## src/rtl/spi_mmio_pkg.sv

```systemverilog
// Shared constants, FSM state type and status-word packing for the SPI MMIO master.
package spi_mmio_pkg;

  localparam logic [31:0] BASE_MEMORY = 32'hFFFF_FFF8;
  localparam logic [31:0] TOP_MEMORY  = 32'hFFFF_FFFF;
  // The decoded window is one aligned 8-byte block, so a mask compare covers it.
  localparam logic [31:0] ADDR_MASK   = ~(TOP_MEMORY ^ BASE_MEMORY);

  localparam int unsigned DATA_W = 8;
  localparam int unsigned DIV_W  = 8;
  localparam int unsigned BIT_W  = 3;

  // Register select is memAddress[2].
  localparam logic OFF_DATA = 1'b0;
  localparam logic OFF_CTRL = 1'b1;

  // CTRL/STATUS bit positions.
  localparam int unsigned CTRL_BUSY = 0;
  localparam int unsigned CTRL_RXV  = 1;
  localparam int unsigned CTRL_CSN  = 2;
  localparam int unsigned CTRL_OVR  = 3;

  typedef enum logic [1:0] {
    IDLE = 2'd0,
    LOW  = 2'd1,
    HIGH = 2'd2
  } spi_state_e;

  // Pack the status flags into the 32-bit STATUS read value; unused bits read 0.
  function automatic logic [31:0] status_word(input logic busy, input logic rxv,
                                              input logic csn, input logic ovr);
    logic [31:0] w;
    w            = '0;
    w[CTRL_BUSY] = busy;
    w[CTRL_RXV]  = rxv;
    w[CTRL_CSN]  = csn;
    w[CTRL_OVR]  = ovr;
    return w;
  endfunction

endpackage

```

## src/rtl/spi_mmio_shifter.sv

```systemverilog
// SPI mode-0 byte shifter: SCLK divider, bit sequencing, MOSI/MISO shift registers.
module spi_mmio_shifter
  import spi_mmio_pkg::*;
#(
  parameter int unsigned CLK_DIVIDER = 1
) (
  input  logic              slowed_clk,
  input  logic              reset,
  input  logic              start,
  input  logic [DATA_W-1:0] tx_byte,
  input  logic              spi_miso,
  output logic              busy,
  output logic              done_c,
  output logic [DATA_W-1:0] rx_byte,
  output logic              spi_sclk,
  output logic              spi_mosi
);

  localparam logic [DIV_W-1:0] DIV_LAST = DIV_W'(CLK_DIVIDER - 1);
  localparam logic [BIT_W-1:0] BIT_LAST = BIT_W'(DATA_W - 1);

  spi_state_e        state_q, state_d;
  logic [DIV_W-1:0]  div_q, div_d;
  logic [BIT_W-1:0]  bit_q, bit_d;
  logic [DATA_W-1:0] tx_q, tx_d;
  logic [DATA_W-1:0] rx_q, rx_d;
  logic              sclk_q, sclk_d;
  logic              mosi_q, mosi_d;
  logic              busy_q, busy_d;
  logic              div_hit;

  assign div_hit  = (div_q == DIV_LAST);
  assign busy     = busy_q;
  assign rx_byte  = rx_q;
  assign spi_sclk = sclk_q;
  assign spi_mosi = mosi_q;

  // Next-state logic: half-period divider, then toggle SCLK and shift.
  always_comb begin
    state_d = state_q;
    div_d   = div_q;
    bit_d   = bit_q;
    tx_d    = tx_q;
    rx_d    = rx_q;
    sclk_d  = sclk_q;
    mosi_d  = mosi_q;
    busy_d  = busy_q;
    done_c  = 1'b0;
    unique case (state_q)
      IDLE: begin
        if (start) begin
          state_d = LOW;
          tx_d    = tx_byte;
          mosi_d  = tx_byte[DATA_W-1];
          sclk_d  = 1'b0;
          div_d   = '0;
          bit_d   = '0;
          busy_d  = 1'b1;
        end
      end
      LOW: begin
        if (div_hit) begin
          state_d = HIGH;
          sclk_d  = 1'b1;
          rx_d    = {rx_q[DATA_W-2:0], spi_miso};
          div_d   = '0;
        end else begin
          div_d = div_q + DIV_W'(1);
        end
      end
      HIGH: begin
        if (div_hit) begin
          div_d  = '0;
          sclk_d = 1'b0;
          if (bit_q != BIT_LAST) begin
            state_d = LOW;
            tx_d    = {tx_q[DATA_W-2:0], 1'b0};
            mosi_d  = tx_q[DATA_W-2];
            bit_d   = bit_q + BIT_W'(1);
          end else begin
            state_d = IDLE;
            busy_d  = 1'b0;
            done_c  = 1'b1;
          end
        end else begin
          div_d = div_q + DIV_W'(1);
        end
      end
      default: begin
        state_d = IDLE;
        busy_d  = 1'b0;
        sclk_d  = 1'b0;
      end
    endcase
  end

  // State and pin registers; reset aborts any transfer immediately.
  always_ff @(posedge slowed_clk or posedge reset) begin
    if (reset) begin
      state_q <= IDLE;
      div_q   <= '0;
      bit_q   <= '0;
      tx_q    <= '0;
      rx_q    <= '0;
      sclk_q  <= 1'b0;
      mosi_q  <= 1'b0;
      busy_q  <= 1'b0;
    end else begin
      state_q <= state_d;
      div_q   <= div_d;
      bit_q   <= bit_d;
      tx_q    <= tx_d;
      rx_q    <= rx_d;
      sclk_q  <= sclk_d;
      mosi_q  <= mosi_d;
      busy_q  <= busy_d;
    end
  end

endmodule

```

## src/rtl/spi_mmio.sv

```systemverilog
// Memory-mapped SPI master: address decode, CTRL/STATUS flags, registered read data.
module spi_mmio
  import spi_mmio_pkg::*;
#(
  parameter int unsigned CLK_DIVIDER = 1
) (
  input  logic        slowed_clk,
  input  logic        reset,
  input  logic [31:0] memAddress,
  input  logic [31:0] memWriteData,
  input  logic        memWrite,
  input  logic [3:0]  byteMask,
  output logic [31:0] memReadData,
  output logic        spi_sclk,
  output logic        spi_mosi,
  input  logic        spi_miso,
  output logic        spi_cs_n
);

  logic              hit_c, off_c, wr_c, data_wr_c, ctrl_wr_c, start_c;
  logic              busy, done_c;
  logic [DATA_W-1:0] rx_byte;
  logic              unused_bits;

  logic              cs_n_q, cs_n_d;
  logic              ovr_q, ovr_d;
  logic              rxv_q, rxv_d;
  logic [DATA_W-1:0] rx_data_q, rx_data_d;
  logic [31:0]       rd_q, rd_d;

  assign hit_c     = ((memAddress & ADDR_MASK) == BASE_MEMORY);
  assign off_c     = memAddress[2];
  assign wr_c      = memWrite & hit_c & byteMask[0];
  assign data_wr_c = wr_c & (off_c == OFF_DATA);
  assign ctrl_wr_c = wr_c & (off_c == OFF_CTRL);
  // A DATA write on the edge busy falls still sees busy=1 and is rejected.
  assign start_c   = data_wr_c & ~busy;
  assign unused_bits = ^{memWriteData[31:DATA_W], byteMask[3:1]};

  assign memReadData = rd_q;
  assign spi_cs_n    = cs_n_q;

  spi_mmio_shifter #(
    .CLK_DIVIDER(CLK_DIVIDER)
  ) u_shifter (
    .slowed_clk(slowed_clk),
    .reset     (reset),
    .start     (start_c),
    .tx_byte   (memWriteData[DATA_W-1:0]),
    .spi_miso  (spi_miso),
    .busy      (busy),
    .done_c    (done_c),
    .rx_byte   (rx_byte),
    .spi_sclk  (spi_sclk),
    .spi_mosi  (spi_mosi)
  );

  // Flag updates and read mux; reads sample current register values only.
  always_comb begin
    cs_n_d    = cs_n_q;
    ovr_d     = ovr_q;
    rxv_d     = rxv_q;
    rx_data_d = rx_data_q;
    rd_d      = '0;
    if (start_c) begin
      rxv_d = 1'b0;
    end
    if (done_c) begin
      rxv_d     = 1'b1;
      rx_data_d = rx_byte;
    end
    if (data_wr_c && busy) begin
      ovr_d = 1'b1;
    end
    if (ctrl_wr_c) begin
      cs_n_d = memWriteData[CTRL_CSN];
      if (memWriteData[CTRL_OVR]) begin
        ovr_d = 1'b0;
      end
    end
    if (hit_c) begin
      if (off_c == OFF_CTRL) begin
        rd_d = status_word(busy, rxv_q, cs_n_q, ovr_q);
      end else begin
        rd_d = 32'(rx_data_q);
      end
    end
  end

  // Register file and read-data register.
  always_ff @(posedge slowed_clk or posedge reset) begin
    if (reset) begin
      cs_n_q    <= 1'b1;
      ovr_q     <= 1'b0;
      rxv_q     <= 1'b0;
      rx_data_q <= '0;
      rd_q      <= '0;
    end else begin
      cs_n_q    <= cs_n_d;
      ovr_q     <= ovr_d;
      rxv_q     <= rxv_d;
      rx_data_q <= rx_data_d;
      rd_q      <= rd_d;
    end
  end

endmodule
```

## config.mk

```make
export PLATFORM = sky130hd
export DESIGN_NAME = spi_mmio
export DESIGN_NICKNAME = d
export VERILOG_FILES = /design/src/rtl/spi_mmio_pkg.sv /design/src/rtl/spi_mmio_shifter.sv /design/src/rtl/spi_mmio.sv
export SDC_FILE = /design/constraint.sdc
export NUM_CORES = 1
export LEC_CHECK = 0
export ABC_AREA = 0
export BUFFER_PORTS_ARGS = -buffer_cell sky130_fd_sc_hd__buf_2
export CORE_MARGIN = 2
export CORE_UTILIZATION = 45
export CTS_CLUSTER_SIZE = 40
export DETAILED_ROUTE_END_ITERATION = 7
export GPL_ROUTABILITY_DRIVEN = 1
export PLACE_DENSITY = 0.86
export SYNTH_ARGS = -nofsm -noshare
export SYNTH_HDL_FRONTEND = slang
export SYNTH_SLANG_ARGS = --single-unit
```

## constraint.sdc

```tcl
create_clock -name slowed_clk -period 6.5 [get_ports slowed_clk]
set_input_delay 0.325 -clock slowed_clk [delete_from_list [all_inputs] [get_ports slowed_clk]]
set_output_delay 0.325 -clock slowed_clk [all_outputs]
set_load 0.05 [all_outputs]
```

=== Word-level counts from Yosys, hierarchy flattened ===
Cells that the tools add are included.

* Bits in registers: 74
* Bits in latches: 0
* RAM bits: 0
* ROM bits: 0
* Input port bits: 72
* Memories kept: 0

* Add/sub/neg operators: 2
* $mul: 0
* Div/mod/pow operators: 0
* $lt $le $gt $ge: 0
* Equal/unequal tests: 9
* Shifts and indexed selects: 0
* Mux-type cells: 37
* Bitwise logic cells: 8
* Reduce and logical (&&, ||, !) cells: 12

{| class="wikitable"
|+ Operators with widths
! operator !! count
|-
| $mux 8 || 4
|-
| $eq 29x29->1 const B || 1
|-
| $mux 7 || 3
|-
| $mux 1 || 17
|-
| $pmux 8 s2 || 1
|-
| $pmux 7 s2 || 1
|-
| $mux 3 || 3
|-
| $add 8x1->8 const B || 1
|-
| $logic_not 8->1 || 1
|-
| $reduce_and 4->1 || 2
|-
| $mux 2 || 3
|-
| $ne 2x1->1 const B || 3
|-
| $pmux 1 s3 || 2
|-
| $pmux 2 s3 || 1
|-
| $pmux 3 s2 || 1
|-
| $reduce_bool 2->1 || 3
|-
| $and 1x1->1 || 5
|-
| $ne 2x2->1 const B || 2
|-
| $reduce_and 2->1 || 2
|-
| $add 3x1->3 const B || 1
|-
| $ne 3x3->1 const B || 1
|-
| $not 1->1 || 3
|-
| $reduce_and 3->1 || 1
|-
| $eq 2x1->1 const B || 1
|-
| other kinds (5) || 5
|}

=== Longest topological paths before layout ===
Gate-level depths: netlist of run 1.

* Depth in word-level cells: 8
* Mapped depth: 8
* Mapped depth without buffers: 7

=== Cells and area by module ===
A second synthesis of run 1 with hierarchy kept.

* Cells, all modules: 242
* Area total of the unflattened synthesis: 2,700.1 sq um

{| class="wikitable"
|+ Modules (own cells, without submodules)
! module !! instances !! cells an instance !! area each (sq um) !! sequential area each (sq um)
|-
| spi_mmio_shifter || 1 || 152 || 1,667.8 || 775.7
|-
| spi_mmio || 1 || 90 || 1,032.2 || 476.7
|}

=== Least setup slack after synthesis of run 1 ===
Ideal clock, no wire load.

* Path kind: register -> register
* Start: reg u_shifter.state_q[1]
* End: reg u_shifter.mosi_q, in the netlist u_shifter.spi_mosi
* Setup time: 0.125 ns
* Arrival time: 2.250 ns
* Required time: 6.375 ns
* Slack: 4.125 ns
* Stages on the path, launching flop included: 8
* Cell sequence: dfrtp_1 -> ha_1 -> clkbuf_1 -> nand2b_1 -> nor3_4 -> a21oi_1 -> a211oi_4 -> mux2_2

* Cells in the longest elaborated chain, start to end: 3

{| class="wikitable"
|+ Ends and longest elaborated chain
! what !! RTL line !! source
|-
| start, declared || spi_mmio_shifter.sv:22 || <nowiki>spi_state_e state_q, state_d;</nowiki>
|-
| start signal, assigned || spi_mmio_shifter.sv:109 || <nowiki>state_q <= state_d;</nowiki>
|-
| $eq 2x2->1 or $logic_not 2->1 (tied branches) || spi_mmio_shifter.sv:49 || <nowiki>unique case (state_q)</nowiki>
|-
| $ne 2x1->1 (no source line) (tied with other cells) || -- ||
|-
| $reduce_and 4->1 (no source line) || -- ||
|-
| end signal, assigned || spi_mmio_shifter.sv:115 || <nowiki>mosi_q <= mosi_d;</nowiki>
|-
| end, declared || spi_mmio_shifter.sv:28 || <nowiki>logic mosi_q, mosi_d;</nowiki>
|}

Parallel ways exist; a longest one is shown, timed or not.
A chain may end at the register's enable or synchronous reset.

=== Worst setup path after layout of run 1 ===
* Start: reg u_shifter.state_q[1]
* End: reg u_shifter.div_q[0]

* Cells in the longest elaborated chain, start to end: 4

{| class="wikitable"
|+ Ends and longest elaborated chain
! what !! RTL line !! source
|-
| $eq 2x1->1 or $eq 2x2->1 (tied branches) || spi_mmio_shifter.sv:49 ||
|-
| $reduce_or 2->1 (no source line) || -- ||
|-
| $reduce_bool 2->1 (no source line) || -- ||
|-
| $reduce_and 2->1 (no source line) || -- ||
|-
| end signal, assigned || spi_mmio_shifter.sv:110 || <nowiki>div_q <= div_d;</nowiki>
|-
| end, declared || spi_mmio_shifter.sv:23 || <nowiki>logic [DIV_W-1:0] div_q, div_d;</nowiki>
|}

Parallel ways exist; a longest one is shown, timed or not.

==> results of run 1 <==
[power groups by stage]
stage / clock (mW) / combinational, mW / sequential (mW)
floorplan: 0 / 0.115 / 0.349
global placement: 0 / 0.133 / 0.347
detailed placement: 0 / 0.139 / 0.349
CTS: 0.185 / 0.139 / 0.343
global route: 0.197 / 0.152 / 0.346
finish: 0.179 / 0.138 / 0.343
[worst max-delay path, delay by kind of cell, from the launching register on]
kind | cells | cell delay [ns]
compound gates | 3 | 1.12
fa+ha+maj | 1 | 0.64
buf+inv | 2 | 0.41
flops | 1 | 0.44
[registers in the layout, summed over array words and instances (netlist names)]
register,cells
u_shifter.tx_q,7
rxv_q,1
u_shifter.div_q,8
u_shifter.bit_q,3
spi_cs_n,1
u_shifter.busy,1
memReadData,8
ovr_q,1
rx_data_q,8
u_shifter.spi_mosi,1
u_shifter.state_q,2
u_shifter.rx_byte,8
[metrics by stage]
| stage | worst slack [ns] | util | cell area (sq um) | instances |
|---|---|---|---|---|
| 3_3_place_gp | 3.75 | 0.507 | 3020 | 387 |
| 3_5_place_dp | 3.68 | 0.507 | 3020 | 387 |
| 2_1_floorplan | 4.12 | - | 2870 | 291 |
| 6_report | 3.79 | 0.522 | 3110 | 395 |
| 4_1_cts | 3.80 | 0.522 | 3110 | 395 |
| 5_1_grt | 3.59 | 0.522 | 3110 | 395 |
[kinds of logic (layout without fill, tap and decap cells)]
| group | count (synthesis) | in the layout | synth area share |
|---|---|---|---|
| AOI/OAI and AO/OA | 43 | 43 | 0.108 |
| adders and majority gates | 8 | 8 | 0.0360 |
| buffers and inverters | 50 | 79 | 0.100 |
| DFF | 49 | 49 | 0.441 |
| muxes | 42 | 42 | 0.165 |
| other | 1 | 24 | 0.00135 |
| and+or+nand+nor | 75 | 75 | 0.149 |
[final cells by class]
cell class,count,share of cell area
clock inverter,2,0.00443
inverter,17,0.0205
tap,75,0.0302
timing repair buffer,54,0.0878
clock buffer,6,0.0233
sequential,49,0.395
multi-input combinational,192,0.439
[placed cells by master, fill, tap and decap left out, types with 2 or more instances in the layout]
cell type and n:
or2_2 2, nand4_1 8, o21ai_0 8, o221ai_1 3, mux2_2 31, ha_1 8
conb_1 24, a31oi_1 2, dfrtp_1 48, nand2_1 12, nor2_1 13, and2_1 4
or3_1 7, clkbuf_8 5, nor4_1 4, o22ai_1 3, a21oi_1 11, a221o_1 3
a21o_1 3, mux2i_1 11, o32a_1 2, inv_1 15, o31ai_1 3, nand3_1 12
nor3_1 4, buf_2 53, o31a_1 2
[metal layers]
metal,wire length (um),global-route usage
met1,2270,0.212
met2,2830,0.303
met3,287,0.0370
met4,63,0.0689
met5,0,0
[path summary, 6_finish.rpt]
kind | from | to | slack [ns]
max | u_shifter.state_q[1]$_DFFE_PP0P_ | u_shifter.div_q[0]$_DFFE_PP0P_ | 3.79
max reg2reg | u_shifter.state_q[1]$_DFFE_PP0P_ | u_shifter.div_q[0]$_DFFE_PP0P_ | 3.79
max in group asynchronous | reset | u_shifter.spi_mosi$_DFFE_PP0P_ | 5.63
min in group slowed_clk | spi_miso | u_shifter.rx_byte[0]$_DFFE_PP0P_ | 0.25
min reg2reg | rx_data_q[7]$_DFFE_PP0P_ | memReadData[7]$_DFF_PP0_ | 0.48
min | reset | u_shifter.div_q[6]$_DFFE_PP0P_ | 0.25
==> flow_summary.yaml, run 1 <==
setup_path:
  critPathCaptureType: "flip-flop"
  critical_path_arrival_ns: 2.91
  cpPeakStageDelay_ns: 0.80
  crit_required_ns: 6.70
  critPathKind: "reg -> reg"
  path_common_cell: "inv_1"
  timing.critical_path.slowest_stage_cell: "a31oi_1"
  startpoint_type: "flip-flop"
  critical_path.cell_chain: "inv_1 > ha_1 > inv_1 > a31oi_1 > a22oi_1 > o31ai_1"
  critical_path.max_fanout: 17
  number_of_cell_instances_on_the_worst_register_to_register_path: 6
floorplan:
  floorplan.initialDensity: 0.467
  design.core.area_sq_um: 5960
  ios: 107
  die_height_um: 82.7
  die_x_um: 82.7
  die-area_sq_um: 6830
  rows: 28
drt:
  drt-pass1-iter-count: 4
  overall_routed_net_length_um: 5450
  avgViaCountPerCell: 5.32
  post-route-drc-count: 0
  detailedRoute.firstIterationViolations: 164
  postRouteAntennaNets: 0
  routed-via-count: 2100
  detail_routed_net_length_per_standard_cell_um: 13.8
yosys:
  synth-seq-area-share: 0.441
  syn-mean-instance-area_sq_um: 10.4
  synth.ff_latch_count: 49
  post_synth_num_cell_types: 42
  synth.cells.most_frequent: "48 x dfrtp_1, 31 x mux2_2, 24 x buf_4"
  post-synth-top-area-fraction: 0.431
  syn_inst: 268
  synth-main-ff-cell: "dfrtp_1"
  yosysTopAreaCell: "dfrtp_1"
  netlist_area_pre_place_sq_um: 2780
  synth_enable_flop_cells: 0
  synth.yosys.warnings: 0
  synthMostInstantiatedCell: "dfrtp_1"
  synth_top_cells_by_area: "dfrtp_1 43%, mux2_2 13%, buf_4 6.5%, mux2i_1 4.0%, ha_1 3.6%"
  ys_async_sr_fraction: 1.00
timing:
  maxClockFrequency_mhz: 369
  slew_viol_final: 0
  worst_max_slew_pin_slew_ns: 0.992
  timing.clock.skew_ns: 0.00880
  timing.final.crit_share: 0.417
  rsz0062_at_grt: "no"
  final.min_clock_period_ns: 2.71
  totalNegativeSetupSlack_ns: 0
  timing.final.setup_violations: 0
  finalHoldWorstSlack_ns: 0.246
  timing.final.hold_violations: 0
  timing.max_slew.rel_slack: 0.338
clock_tree:
  cts_buffers: 5
  clk_pin_slew_ns: 0.09
  clock_tree_from_tritoncts: "done"
  clock_sinks: 49
  ctsHoldBuffers: 0
  post_cts.repair.setup_buffers: 0
  cts-resized-gates: 0
  ctsLongestPathBuffers: 2
  cts.root.buffer_cell: "clkbuf_8"
  worst_skew_pair.late_latency_ns: 0.30
  htreeDepth: 2
layout:
  drive_above_1_share: 0.313
  area.growth.synth_to_final_pct: 11.6
  finish.net_count: 399
  filler_cell_count: 542
  antenna_cells_inserted: 0
  seqCellArea_sq_um: 1230
  multi_input_area_sq_um: 1360
placement:
  place_hpwl_um: 4060
  finalWeightedCongestion: 0.792
  numPortBuffers: 53
global_route:
  grt_use_total: 0.175
  grt_start_max_net_pins: 50
  grt_pass1_wl_um: 9190
  number_of_antenna_violations_at_the_first_check_in_global_routing: 0
  globalRouteOverflowTotal: 0
  grt_pass1_vias: 2140
power_and_ir_drop:
  switching_part_of_the_total: 0.309
  p_total_mw: 0.661
  power_per_cell_area_nw_per_um2: 213
  leakagePower_nw: 1.50
  power.clock.fraction: 0.271
  p_sw_mw: 0.204
  comb_power_share: 0.209
  cellInternalPower_mw: 0.456
  worst_ir_drop_on_vdd_v: 0.000157
  power_frac_seq: 0.519
status:
  outcome: "finished clean"
run:
  drv.max_cap_violation_count: 0
worst_hold_path:
  hold_path.class: "in -> async"
Note: power is estimated with default switching activity, not from simulation.
==> run 2: changes to the inputs <==
clock period = 2.65 ns   (was 6.5 ns; I/O delays follow)
==> flow_summary.yaml, run 2 (synthesis results as in run 1) <==
setup_path:
  cpPeakStageDelay_ns: 0.51
  timing.critical_path.slowest_stage_cell: "or4b_4"
  critical_path.max_fanout: 7
  worstSetupPathDepth: 7
  critPathCaptureType: "flip-flop"
  crit_required_ns: 2.84
  number_of_cell_instances_on_the_worst_register_to_register_path: 7
  path_buf_inv: 1
  critical_path_arrival_ns: 2.66
  timing.critical_path.max_delay_family: "simple AND/OR/NAND/NOR gates"
  critPathKind: "reg -> reg"
  startpoint_type: "flip-flop"
  critical_path.cell_chain: "inv_1 > ha_1 > or4b_4 > nor3_4 > a21oi_1 > a211oi_4 > mux2_2"
global_route:
  number_of_antenna_violations_at_the_first_check_in_global_routing: 0
  grt_pass1_vias: 2161
  grt_use_total: 0.183
  globalRouteOverflowTotal: 0
  grt_start_max_net_pins: 50
  grt_pass1_wl_um: 9650
floorplan:
  die-area_sq_um: 6830
  floorplan.initialDensity: 0.467
  ios: 107
  die_height_um: 82.7
  rows: 28
  die_x_um: 82.7
  design.core.area_sq_um: 5960
layout:
  layout.cell_area.non_filler_sq_um: 3170
  finish.net_count: 407
  mostFrequentLayoutCells: "53 x buf_2, 48 x dfrtp_1, 31 x mux2_2"
  antenna_cells_inserted: 0
  mostFrequentLayoutCell: "buf_2"
  drive_above_1_share: 0.329
  area.growth.synth_to_final_pct: 13.8
drt:
  avgViaCountPerCell: 5.33
  post-route-drc-count: 0
  drt-pass1-iter-count: 4
  routed-via-count: 2148
  detail_routed_net_length_per_standard_cell_um: 13.8
  postRouteAntennaNets: 0
  overall_routed_net_length_um: 5570
  detailedRoute.firstIterationViolations: 182
power_and_ir_drop:
  worst_ir_drop_on_vdd_v: 0.000304
  power.clock.fraction: 0.272
  p_sw_mw: 0.505
  comb_power_share: 0.211
  power_per_cell_area_nw_per_um2: 513
  switching_part_of_the_total: 0.310
  leakagePower_nw: 1.53
  power_frac_seq: 0.516
  cellInternalPower_mw: 1.12
clock_tree:
  clock_sinks: 49
  cts_buffers: 5
  clk_pin_slew_ns: 0.10
  worst_skew_pair.late_latency_ns: 0.31
  htreeDepth: 2
  ctsLongestPathBuffers: 2
  post_cts.repair.setup_buffers: 0
  clock_tree_from_tritoncts: "done"
  cts.root.buffer_cell: "clkbuf_8"
  ctsHoldBuffers: 0
  cts-resized-gates: 0
timing:
  maxClockFrequency_mhz: 405
  totalNegativeSetupSlack_ns: 0
  final.min_clock_period_ns: 2.47
  slew_viol_final: 0
  timing.final.setup_violations: 0
  timing.clock.skew_ns: 0.0138
  timing.final.hold_violations: 0
  rsz0062_at_grt: "no"
  worst_max_slew_pin_slew_ns: 1.00
  timing.max_slew.rel_slack: 0.332
  timing.final.crit_share: 0.931
placement:
  finalWeightedCongestion: 0.816
  numPortBuffers: 53
  place_hpwl_um: 4050
  dpl_cell_area_sq_um: 3080
worst_hold_path:
  hold_path.class: "in -> async"
run:
  drv.max_cap_violation_count: 0
status:
  outcome: "finished clean"
## run 2: cell count changes in the layout (fill, tap and decap cells not counted), sizes merged
cell,delta
inv,-1
buf,+8
clkinv,-1
clkinvlp,+2
## run 2: power groups by stage
stage / sequential [mW] / combinational (mW) / clock [mW]
finish: 0.840 / 0.344 / 0.443
global route: 0.849 / 0.382 / 0.480
CTS: 0.841 / 0.346 / 0.452
detailed placement: 0.857 / 0.345 / 0
global placement: 0.851 / 0.333 / 0
floorplan: 0.857 / 0.283 / 0
## run 2: final timing paths
path	startpoint	endpoint	slack [ns]
worst max-delay path	u_shifter.div_q[0]$_DFFE_PP0P_	u_shifter.tx_q[4]$_DFFE_PP0P_	0.18
worst min-delay path	reset	u_shifter.div_q[5]$_DFFE_PP0P_	0.05
worst max register to register	u_shifter.div_q[0]$_DFFE_PP0P_	u_shifter.tx_q[4]$_DFFE_PP0P_	0.18
worst min register to register	rx_data_q[5]$_DFFE_PP0P_	memReadData[5]$_DFF_PP0_	0.48
max in group asynchronous	reset	u_shifter.bit_q[2]$_DFFE_PP0P_	1.97
min in group slowed_clk	spi_miso	u_shifter.rx_byte[0]$_DFFE_PP0P_	0.05
## run 2: final cells by class
cell class / count / area [sq um]
Clock buffer: 6 / 72.6
Clock inverter: 2 / 15.0
Fill cell: 547 / 2790
Inverter: 17 / 63.8
Multi-Input combinational cell: 192 / 1360
Sequential cell: 49 / 1230
Tap cell: 75 / 93.8
Timing Repair Buffer: 62 / 333
## run 2: per-stage QoR
stage | utilization | instances | setup WS (ns) | power, mW | hold WS [ns]
2_1_floorplan | - | 291 | 0.275 | 1.14 | 0.283
3_3_place_gp | 0.517 | 395 | 0.281 | 1.18 | 0.368
3_5_place_dp | 0.517 | 395 | 0.212 | 1.20 | 0.372
4_1_cts | 0.532 | 403 | 0.188 | 1.64 | 0.0524
5_1_grt | 0.532 | 403 | 0.0685 | 1.71 | 0.0563
6_report | 0.532 | 403 | 0.182 | 1.63 | 0.0510
## run 2: routing by layer
metal	vias to the layer above	track usage	routed length (um)
li1	1033	-	-
met1	1049	0.227	2350
met2	57	0.319	2870
met3	9	0.0380	272
met4	0	0.0574	81
met5	-	0	0
==> run 3: changes to the inputs <==
SLEW_MARGIN = 20   (was default)
clock period = 2.72 ns   (was 2.65 ns; I/O delays follow)
==> flow_summary.yaml, run 3 (synthesis results as in run 1) <==
global_route:
  grt_start_max_net_pins: 50
  globalRouteOverflowTotal: 0
  grt_pass1_vias: 2114
  grt_use_total: 0.176
  grt_pass1_wl_um: 9270
  number_of_antenna_violations_at_the_first_check_in_global_routing: 0
worst_hold_path:
  hold_path.class: "in -> async"
power_and_ir_drop:
  p_sw_mw: 0.504
  power_frac_seq: 0.485
  power.clock.fraction: 0.316
  worst_ir_drop_on_vdd_v: 0.000392
  power_per_cell_area_nw_per_um2: 529
  leakagePower_nw: 1.55
  cellInternalPower_mw: 1.19
  switching_part_of_the_total: 0.298
  comb_power_share: 0.199
drt:
  postRouteAntennaNets: 0
  routed-via-count: 2131
  drt-pass1-iter-count: 4
  detailedRoute.firstIterationViolations: 133
  detail_routed_net_length_per_standard_cell_um: 13.7
  post-route-drc-count: 0
  avgViaCountPerCell: 5.29
  overall_routed_net_length_um: 5530
clock_tree:
  clock_tree_from_tritoncts: "done"
  htreeDepth: 2
  worst_skew_pair.late_latency_ns: 0.31
  clock_sinks: 49
  ctsLongestPathBuffers: 2
  cts_buffers: 5
  post_cts.repair.setup_buffers: 0
  ctsHoldBuffers: 0
  cts-resized-gates: 0
  cts.root.buffer_cell: "clkbuf_8"
  clk_pin_slew_ns: 0.10
layout:
  finish.net_count: 407
  drive_above_1_share: 0.332
  area.growth.synth_to_final_pct: 14.8
  antenna_cells_inserted: 0
  mostFrequentLayoutCells: "53 x buf_2, 48 x dfrtp_1, 31 x mux2_2"
  mostFrequentLayoutCell: "buf_2"
timing:
  timing.final.hold_violations: 48
  timing.final.crit_share: 0.897
  maxClockFrequency_mhz: 410
  finalHoldWorstSlack_ns: -0.0433
  slew_viol_final: 0
  timing.max_slew.rel_slack: 0.438
  rsz0062_at_grt: "no"
  timing.clock.skew_ns: 0.00587
  worst_max_slew_pin_slew_ns: 0.843
  timing.final.setup_violations: 0
  totalNegativeSetupSlack_ns: 0
  final.min_clock_period_ns: 2.44
status:
  outcome: "complete, but fails checks"
  failed_checks: "hold timing"
run:
  drv.max_cap_violation_count: 0
placement:
  finalWeightedCongestion: 0.799
  numPortBuffers: 53
  place_hpwl_um: 4030
setup_path:
  number_of_cell_instances_on_the_worst_register_to_register_path: 7
  critical_path.max_fanout: 7
  rrSetupSlack_ns: 0.28
  crit_required_ns: 2.92
  rr_endpoint: "u_shifter.tx_q[3]$_DFFE_PP0P_"
  critPathCaptureType: "flip-flop"
  critPathKind: "reg -> reg"
  startpoint_type: "flip-flop"
  critical_path_arrival_ns: 2.64
  crit-reg2reg-launch: "u_shifter.div_q[0]$_DFFE_PP0P_"
floorplan:
  design.core.area_sq_um: 5960
  ios: 107
  die_x_um: 82.7
  rows: 28
  floorplan.initialDensity: 0.467
  die-area_sq_um: 6830
  die_height_um: 82.7
[run 3: cell count changes in the layout (fill, tap and decap cells not counted)]
cell,change
clkinvlp_4,-2
clkinv_2,+2
inv_6,+1
bufinv_16,+1
inv_2,-1
clkbuf_1,-1
[run 3: power by group through the flow]
stage	Clock [mW]	Sequential (mW)	Combinational, mW
after floorplan	0	0.835	0.276
after global placement	0	0.828	0.322
after detailed placement	0	0.835	0.337
after CTS	0.547	0.821	0.338
after global routing	0.576	0.828	0.369
final	0.534	0.820	0.337
[run 3: worst max path at each step]
stage / startpoint / end / slack, ns / cells past startpoint
2_1_floorplan: u_shifter.state_q[1]$_DFFE_PP0P_ / u_shifter.spi_mosi$_DFFE_PP0P_ / 0.34 / 7
3_3_place_gp: u_shifter.div_q[0]$_DFFE_PP0P_ / u_shifter.tx_q[1]$_DFFE_PP0P_ / 0.34 / 7
3_5_place_dp: u_shifter.div_q[0]$_DFFE_PP0P_ / u_shifter.tx_q[3]$_DFFE_PP0P_ / 0.30 / 7
4_1_cts: u_shifter.div_q[0]$_DFFE_PP0P_ / u_shifter.tx_q[3]$_DFFE_PP0P_ / 0.28 / 7
5_1_grt: u_shifter.div_q[0]$_DFFE_PP0P_ / u_shifter.tx_q[3]$_DFFE_PP0P_ / 0.17 / 7
6_report: u_shifter.div_q[0]$_DFFE_PP0P_ / u_shifter.tx_q[3]$_DFFE_PP0P_ / 0.28 / 7
[run 3: stage by stage]
step	utilization	cells	area (sq um)	power [mW]	setup slack, ns
after floorplan	-	291	2870	1.11	0.345
after global placement	0.517	395	3080	1.15	0.339
after detailed placement	0.517	395	3080	1.17	0.295
after CTS	0.536	403	3190	1.70	0.276
after global routing	0.537	403	3200	1.77	0.168
final	0.537	403	3200	1.69	0.279
[run 3: area by class of cell]
cell class | instances | area, sq um
clock buffers | 5 | 68.8
clock inverters | 3 | 43.8
fillers | 535 | 2760
inverters | 17 | 65.1
multi-input cells | 192 | 1360
flip-flops and latches | 49 | 1230
well taps | 75 | 93.8
repair buffers | 62 | 333
[run 3: worst max-delay path: stages, from the launching register on]
cell and delay [ns]:
dfrtp_1 0.45, inv_1 0.12, ha_1 0.15, or4b_4 0.51, nor3_4 0.22, a21oi_1 0.10, a211oi_4 0.37, mux2_2 0.39
[run 3: metal layers]
metal,wire (um),up-vias,track usage
met1,2420,1036,0.219
li1,-,1038,-
met3,261,8,0.0391
met2,2780,49,0.306
met4,65,0,0.0492
met5,0,-,0
